[src/rtl/pipelined_alu.sv]
// pipelined_alu: WIDTH-bit ALU with valid/ready on both sides and a registered
// result/flag stage that holds its value until the consumer takes it.
// Optional iterative shift-add multiplier, compiled in when the macro
// PIPELINED_ALU_MUL_EN is defined; without it op 110 is reported as illegal.
module pipelined_alu #(
   parameter int WIDTH = 32,
   parameter int CNT_W = 6
) (
   input  logic             clk,
   input  logic             rst,
   input  logic             in_valid,
   output logic             in_ready,
   input  logic [2:0]       op,
   input  logic [WIDTH-1:0] a,
   input  logic [WIDTH-1:0] b,
   input  logic             cin,
   output logic             out_valid,
   input  logic             out_ready,
   output logic [WIDTH-1:0] result,
   output logic             cout,
   output logic             overflow,
   output logic             zero,
   output logic             illegal
);

   localparam logic [2:0] OP_AND  = 3'b000;
   localparam logic [2:0] OP_OR   = 3'b001;
   localparam logic [2:0] OP_ADD  = 3'b010;
   localparam logic [2:0] OP_SUB  = 3'b011;
   localparam logic [2:0] OP_SLT  = 3'b100;
   localparam logic [2:0] OP_SLTU = 3'b101;
   localparam logic [2:0] OP_MUL  = 3'b110;

   // Reject parameter sets the counter cannot cover.
   if (WIDTH < 4 || (2 ** CNT_W) <= WIDTH) begin : g_param_check
      $error("pipelined_alu: WIDTH must be >= 4 and 2**CNT_W must exceed WIDTH");
   end

   typedef enum logic {
      ST_IDLE = 1'b0,
      ST_MUL  = 1'b1
   } state_t;

   state_t           state_q, state_d;
   logic [WIDTH-1:0] result_q, result_d;
   logic             cout_q, cout_d;
   logic             overflow_q, overflow_d;
   logic             zero_q, zero_d;
   logic             illegal_q, illegal_d;
   logic             out_valid_q, out_valid_d;

   logic             accept;
   logic             is_sub;
   logic [WIDTH-1:0] b_op;
   logic             carry_seed;
   logic [WIDTH:0]   sum_full;
   logic             carry_out;
   logic             carry_into_msb;
   logic             add_ovf;
   logic [WIDTH-1:0] alu_result;
   logic             alu_cout;
   logic             alu_ovf;
   logic             alu_illegal;
   logic             start_mul;

`ifdef PIPELINED_ALU_MUL_EN
   localparam logic [CNT_W-1:0] LAST_CNT = CNT_W'(WIDTH - 1);

   logic [2*WIDTH-1:0] mcand_q, mcand_d;
   logic [2*WIDTH-1:0] acc_q, acc_d;
   logic [2*WIDTH-1:0] acc_step;
   logic [WIDTH-1:0]   mplier_q, mplier_d;
   logic [CNT_W-1:0]   cnt_q, cnt_d;
`endif

   assign in_ready  = !rst && (state_q == ST_IDLE) && (!out_valid_q || out_ready);
   assign accept    = in_valid && in_ready;
   assign out_valid = out_valid_q;
   assign result    = result_q;
   assign cout      = cout_q;
   assign overflow  = overflow_q;
   assign zero      = zero_q;
   assign illegal   = illegal_q;

   // Single-cycle ALU: one shared adder serves ADD, SUB and both compares.
   always_comb begin
      is_sub         = (op == OP_SUB) || (op == OP_SLT) || (op == OP_SLTU);
      b_op           = is_sub ? ~b : b;
      carry_seed     = is_sub ? 1'b1 : ((op == OP_ADD) ? cin : 1'b0);
      sum_full       = {1'b0, a} + {1'b0, b_op} + (WIDTH + 1)'(carry_seed);
      carry_out      = sum_full[WIDTH];
      carry_into_msb = a[WIDTH-1] ^ b_op[WIDTH-1] ^ sum_full[WIDTH-1];
      add_ovf        = carry_into_msb ^ carry_out;
      alu_result     = '0;
      alu_cout       = 1'b0;
      alu_ovf        = 1'b0;
      alu_illegal    = 1'b0;
      case (op)
         OP_AND:  alu_result = a & b;
         OP_OR:   alu_result = a | b;
         OP_ADD,
         OP_SUB: begin
            alu_result = sum_full[WIDTH-1:0];
            alu_cout   = carry_out;
            alu_ovf    = add_ovf;
         end
         OP_SLT:  alu_result = {{(WIDTH-1){1'b0}}, add_ovf ^ sum_full[WIDTH-1]};
         OP_SLTU: alu_result = {{(WIDTH-1){1'b0}}, ~carry_out};
         default: alu_illegal = 1'b1;
      endcase
`ifdef PIPELINED_ALU_MUL_EN
      start_mul = (op == OP_MUL);
`else
      start_mul = 1'b0;
`endif
   end

`ifdef PIPELINED_ALU_MUL_EN
   // One shift-add step: add the shifted multiplicand when the multiplier LSB is set.
   always_comb begin
      acc_step = acc_q + (mplier_q[0] ? mcand_q : '0);
   end
`endif

   // Next-state logic for the control FSM, output registers and multiplier datapath.
   always_comb begin
      state_d     = state_q;
      result_d    = result_q;
      cout_d      = cout_q;
      overflow_d  = overflow_q;
      zero_d      = zero_q;
      illegal_d   = illegal_q;
      out_valid_d = out_valid_q && !out_ready;
`ifdef PIPELINED_ALU_MUL_EN
      mcand_d     = mcand_q;
      acc_d       = acc_q;
      mplier_d    = mplier_q;
      cnt_d       = cnt_q;
`endif
      case (state_q)
         ST_IDLE: begin
            if (accept && start_mul) begin
`ifdef PIPELINED_ALU_MUL_EN
               mcand_d  = {{WIDTH{1'b0}}, a};
               mplier_d = b;
               acc_d    = '0;
               cnt_d    = '0;
               state_d  = ST_MUL;
`endif
            end else if (accept) begin
               result_d    = alu_result;
               cout_d      = alu_cout;
               overflow_d  = alu_ovf;
               zero_d      = (alu_result == '0);
               illegal_d   = alu_illegal;
               out_valid_d = 1'b1;
            end
         end
`ifdef PIPELINED_ALU_MUL_EN
         ST_MUL: begin
            acc_d    = acc_step;
            mcand_d  = mcand_q << 1;
            mplier_d = mplier_q >> 1;
            cnt_d    = cnt_q + CNT_W'(1);
            if (cnt_q == LAST_CNT) begin
               result_d    = acc_step[WIDTH-1:0];
               cout_d      = 1'b0;
               overflow_d  = |acc_step[2*WIDTH-1:WIDTH];
               zero_d      = (acc_step[WIDTH-1:0] == '0);
               illegal_d   = 1'b0;
               out_valid_d = 1'b1;
               state_d     = ST_IDLE;
            end
         end
`endif
         default: state_d = ST_IDLE;
      endcase
   end

   // State register with synchronous reset; a reset mid-multiply drops the partial product.
   always_ff @(posedge clk) begin
      if (rst) begin
         state_q     <= ST_IDLE;
         result_q    <= '0;
         cout_q      <= 1'b0;
         overflow_q  <= 1'b0;
         zero_q      <= 1'b0;
         illegal_q   <= 1'b0;
         out_valid_q <= 1'b0;
`ifdef PIPELINED_ALU_MUL_EN
         mcand_q     <= '0;
         acc_q       <= '0;
         mplier_q    <= '0;
         cnt_q       <= '0;
`endif
      end else begin
         state_q     <= state_d;
         result_q    <= result_d;
         cout_q      <= cout_d;
         overflow_q  <= overflow_d;
         zero_q      <= zero_d;
         illegal_q   <= illegal_d;
         out_valid_q <= out_valid_d;
`ifdef PIPELINED_ALU_MUL_EN
         mcand_q     <= mcand_d;
         acc_q       <= acc_d;
         mplier_q    <= mplier_d;
         cnt_q       <= cnt_d;
`endif
      end
   end

endmodule

[config.mk]
export PLATFORM = sky130hd
export DESIGN_NAME = pipelined_alu
export DESIGN_NICKNAME = d
export VERILOG_FILES = /design/src/rtl/pipelined_alu.sv
export SDC_FILE = /design/constraint.sdc
export NUM_CORES = 1
export LEC_CHECK = 0
export CORE_AREA = 2 2 101 103
export DETAILED_ROUTE_END_ITERATION = 8
export DIE_AREA = 0 0 103 105
export HOLD_SLACK_MARGIN = 0.15
export PLACE_DENSITY = 0.76
export SLEW_MARGIN = 40
export SYNTH_ARGS = -nofsm -noshare
export SYNTH_HDL_FRONTEND = slang
export SYNTH_SLANG_ARGS = --single-unit
export TNS_END_PERCENT = 50
[constraint.sdc]
create_clock -name clk -period 5.3 [get_ports clk]
set_clock_uncertainty 0.1 [all_clocks]
set_input_delay 0.795 -clock clk [delete_from_list [all_inputs] [get_ports clk]]
set_output_delay 0.795 -clock clk [all_outputs]
set_load 0.01 [all_outputs]
==> results_dict.tcl <==
set metrics [dict create \
    synth-seq-cells 37 \
    critPathCaptureType "flop" \
    worst_hold_slack_ns 0.3520 \
    muxShareOfSynthArea_pct 0.4552 \
    startpoint "op[1]" \
    min-delay-start "cout" \
    critPathKind "input port to flop" \
    grt.total_usage_pct 29.88 \
    synth_simple_gate_area_share_pct 23.84 \
    crit_buf_inv 3 \
    avgRoutedWirePerCell_um 18.95 \
    synth_top_family_by_area "compound AO/OA/AOI/OAI gates" \
    hpwl_um 12880 \
    worstSetupStartpointType "input port" \
    critPathMaxStageDelay_ns 0.60 \
    power_mw 1.295 \
    grt_overflow 0 \
    rrSetupSlack_ns 2.98 \
    vdd_drop_max_uv 84.76 \
    first_iter_violations 363 \
    drt_wl_total_um 16110 \
    cts_hold_buf 0 \
    post-route-drc-count 0 \
    clk-insertion-delay-late_ns 0.28 \
    io_pins 110 \
    critPathMaxFanout 31 \
    grt_first_pass_wirelength_um 25630 \
    power_density_nw_per_um2 219.4 \
    syn_nets 707 \
    cts-root-buf "clkbuf_8" \
    core_area_um2 9639 \
    cp.required_ns 5.38 \
    nNetsFinal 822 \
    area_growth_pct 34.22 \
    antenna_cells 0 \
    cts.path.max_buffers 2 \
    crit_family "compound AO/OA/AOI/OAI gates" \
    yosysUniqueCellTypes 77 \
    synthCells 602 \
    setup_tns_ns 0 \
    avgSynthCellArea_um2 7.306 \
    placed_area_um2 5813 \
    synth_common_cells "nand2_1 (79), a21oi_1 (52), o21ai_0 (45)" \
    place_inst 843 \
    rsz0062_at_grt "false" \
    ys.flop_type "dfxtp_1" \
    async_flop_share_pct 0 \
    slew_viol_final 0 \
    worst_slew_pin_slew_ns 0.6812 \
    crit_chain "clkdlybuf4s50_1 > nor2b_2 > a21oi_4 > buf_12 > xnor2_1 > ha_1 > a21o_1 > nand4_2 > a2111o_1 > a31oi_1 > buf_4 > nand4_1 > o311ai_1 > nor4_1 > and4_1 > a32o_1" \
    seq_area_frac_synth_pct 16.84 \
    r2r-end "zero" \
    synth_adder_area_share_pct 14.96 \
    cp_slowest_cell "o311ai_1" \
    ys_warn_count 0 \
    cp.arrival_ns 5.00 \
    fin_crit_sh_pct 92.77 \
    gp_congestion 0.9666 \
    worst_hold_path.endpoint "cout" \
    layout-drive-gt1-share_pct 10.04 \
    cp.depth 16 \
    whs_path_depth 2 \
    instances_no_fill 850 \
    leakagePower_nw 2.219 \
    cts_resized 0 \
    fin_crit_ns 4.917 \
    synth_top_area_share_pct 16.84 \
    status "completed" \
    drv_cap 0 \
    postCtsSetupBuffers 0 \
    clock-sinks 37 \
    synth_xor_area_share_pct 8.762 \
    hold_viol 0 \
    synth_top_cell_by_area "dfxtp_1" \
    fmax_mhz 203.4 \
    rows 36 \
    antenna_found_initial 0 \
    h-tree-depth 2 \
    r2r-start "out_valid" \
    ff2ff_path_depth 10 \
    cts_tree "yes" \
    cts_inserted_buffers 5 \
    antenna_left 0 \
    start_util_pct 45.63 \
    final_area_um2 5903 \
    drtPass1Iterations 7 \
    grt_pass1_vias 4992 \
    slew_headroom_pct 53.87 \
    die_width_um 103 \
    netlist_area_um2 4398 \
    finish.utilization_pct 61.24 \
    synth_edf_count 0 \
    die-area_um2 10820 \
    port_buffers 109 \
    via_per_inst 6.139 \
    netlist_top_cells_area "dfxtp_1 (17%), ha_1 (8.8%), xnor2_1 (8.0%)" \
    worstHoldPathType "flop to flop" \
    worst_slack_ns 0.3833 \
    grt_max_degree 45 \
    clk_pin_slew_worst_paths_ns 0.07 \
    die_y_um 105 \
    yosysMostFrequentCell "nand2_1" \
    num_vias 5218 \
    dp_slack_ns 0.1330 \
    synth_compound_area_share_pct 30.90 \
    setup_viol 0 \
]
[where the power goes]
group,leakage (nW),internal (mW),switching (mW)
registers,0.302,0.299,0.0127
clock network,0.0433,0.103,0.103
logic,1.87,0.348,0.429
total,2.22,0.750,0.545
[tightest hold or removal path: stages (launching register included)]
cell     delay [ns]
dfxtp_1        0.31
nand2_1        0.05
a21oi_1        0.05
[layout make-up]
type | instances | area (um^2)
Clock buffer | 6 | 82.58
Clock inverter | 1 | 7.507
Fill cell | 914 | 3736
Inverter | 10 | 37.54
Multi-Input combinational cell | 517 | 3487
Sequential cell | 37 | 740.7
Tap cell | 133 | 166.4
Timing Repair Buffer | 146 | 1381
[worst max-delay path by stage]
stage                       to  slack (ns)
after floorplan           zero        0.06
after global placement    zero        0.29
after global routing      zero        0.03
after detailed placement  zero        0.13
final                     zero        0.38
after CTS                 zero        0.41
[kinds of logic after synthesis]
| kind of cell | Yosys count |
|---|---|
| flip-flops | 37 |
| multiplexers | 2 |
| AO/OA/AOI/OAI | 200 |
| adder cells (fa/ha/maj) | 56 |
| AND/OR/NAND/NOR | 215 |
| buffers and inverters | 48 |
| XOR/XNOR | 44 |
[cell usage in the layout (no fill, tap or decap), types with 3 or more instances in the layout]
cell type and instances:
a211oi_1 5, a211oi_2 3, a21o_1 9, a21oi_1 51
a22oi_1 8, a311oi_1 4, a31o_2 5, a31oi_1 4
and2_1 4, and3_1 9, buf_4 36, clkbuf_8 6
clkdlybuf4s50_1 109, dfxtp_1 37, ha_1 31, inv_1 9
maj3_1 23, nand2_1 79, nand2b_1 6, nand3_1 36
nand4_1 14, nor2_1 33, nor2b_1 4, nor3_1 9
nor4_1 6, o2111ai_1 3, o211ai_1 11, o21a_1 9
o21ai_0 45, o21ai_1 4, xnor2_1 40, xor2_1 4
[sequential cells by signal (all words and copies together) (netlist names)]
signal     flops
result        32
cout           1
illegal        1
out_valid      1
overflow       1
zero           1
[routing by layer]
layer / vias to the layer above / share of wire [%] / track usage [%]
li1: 2489 / - / -
met5: - / 0 / 0
met3: 32 / 7.9 / 3.746
met2: 252 / 47 / 49.44
met4: 0 / 2.3 / 7.707
met1: 2445 / 43 / 40.54
No activity file was read; power rests on OpenSTA's default activity.
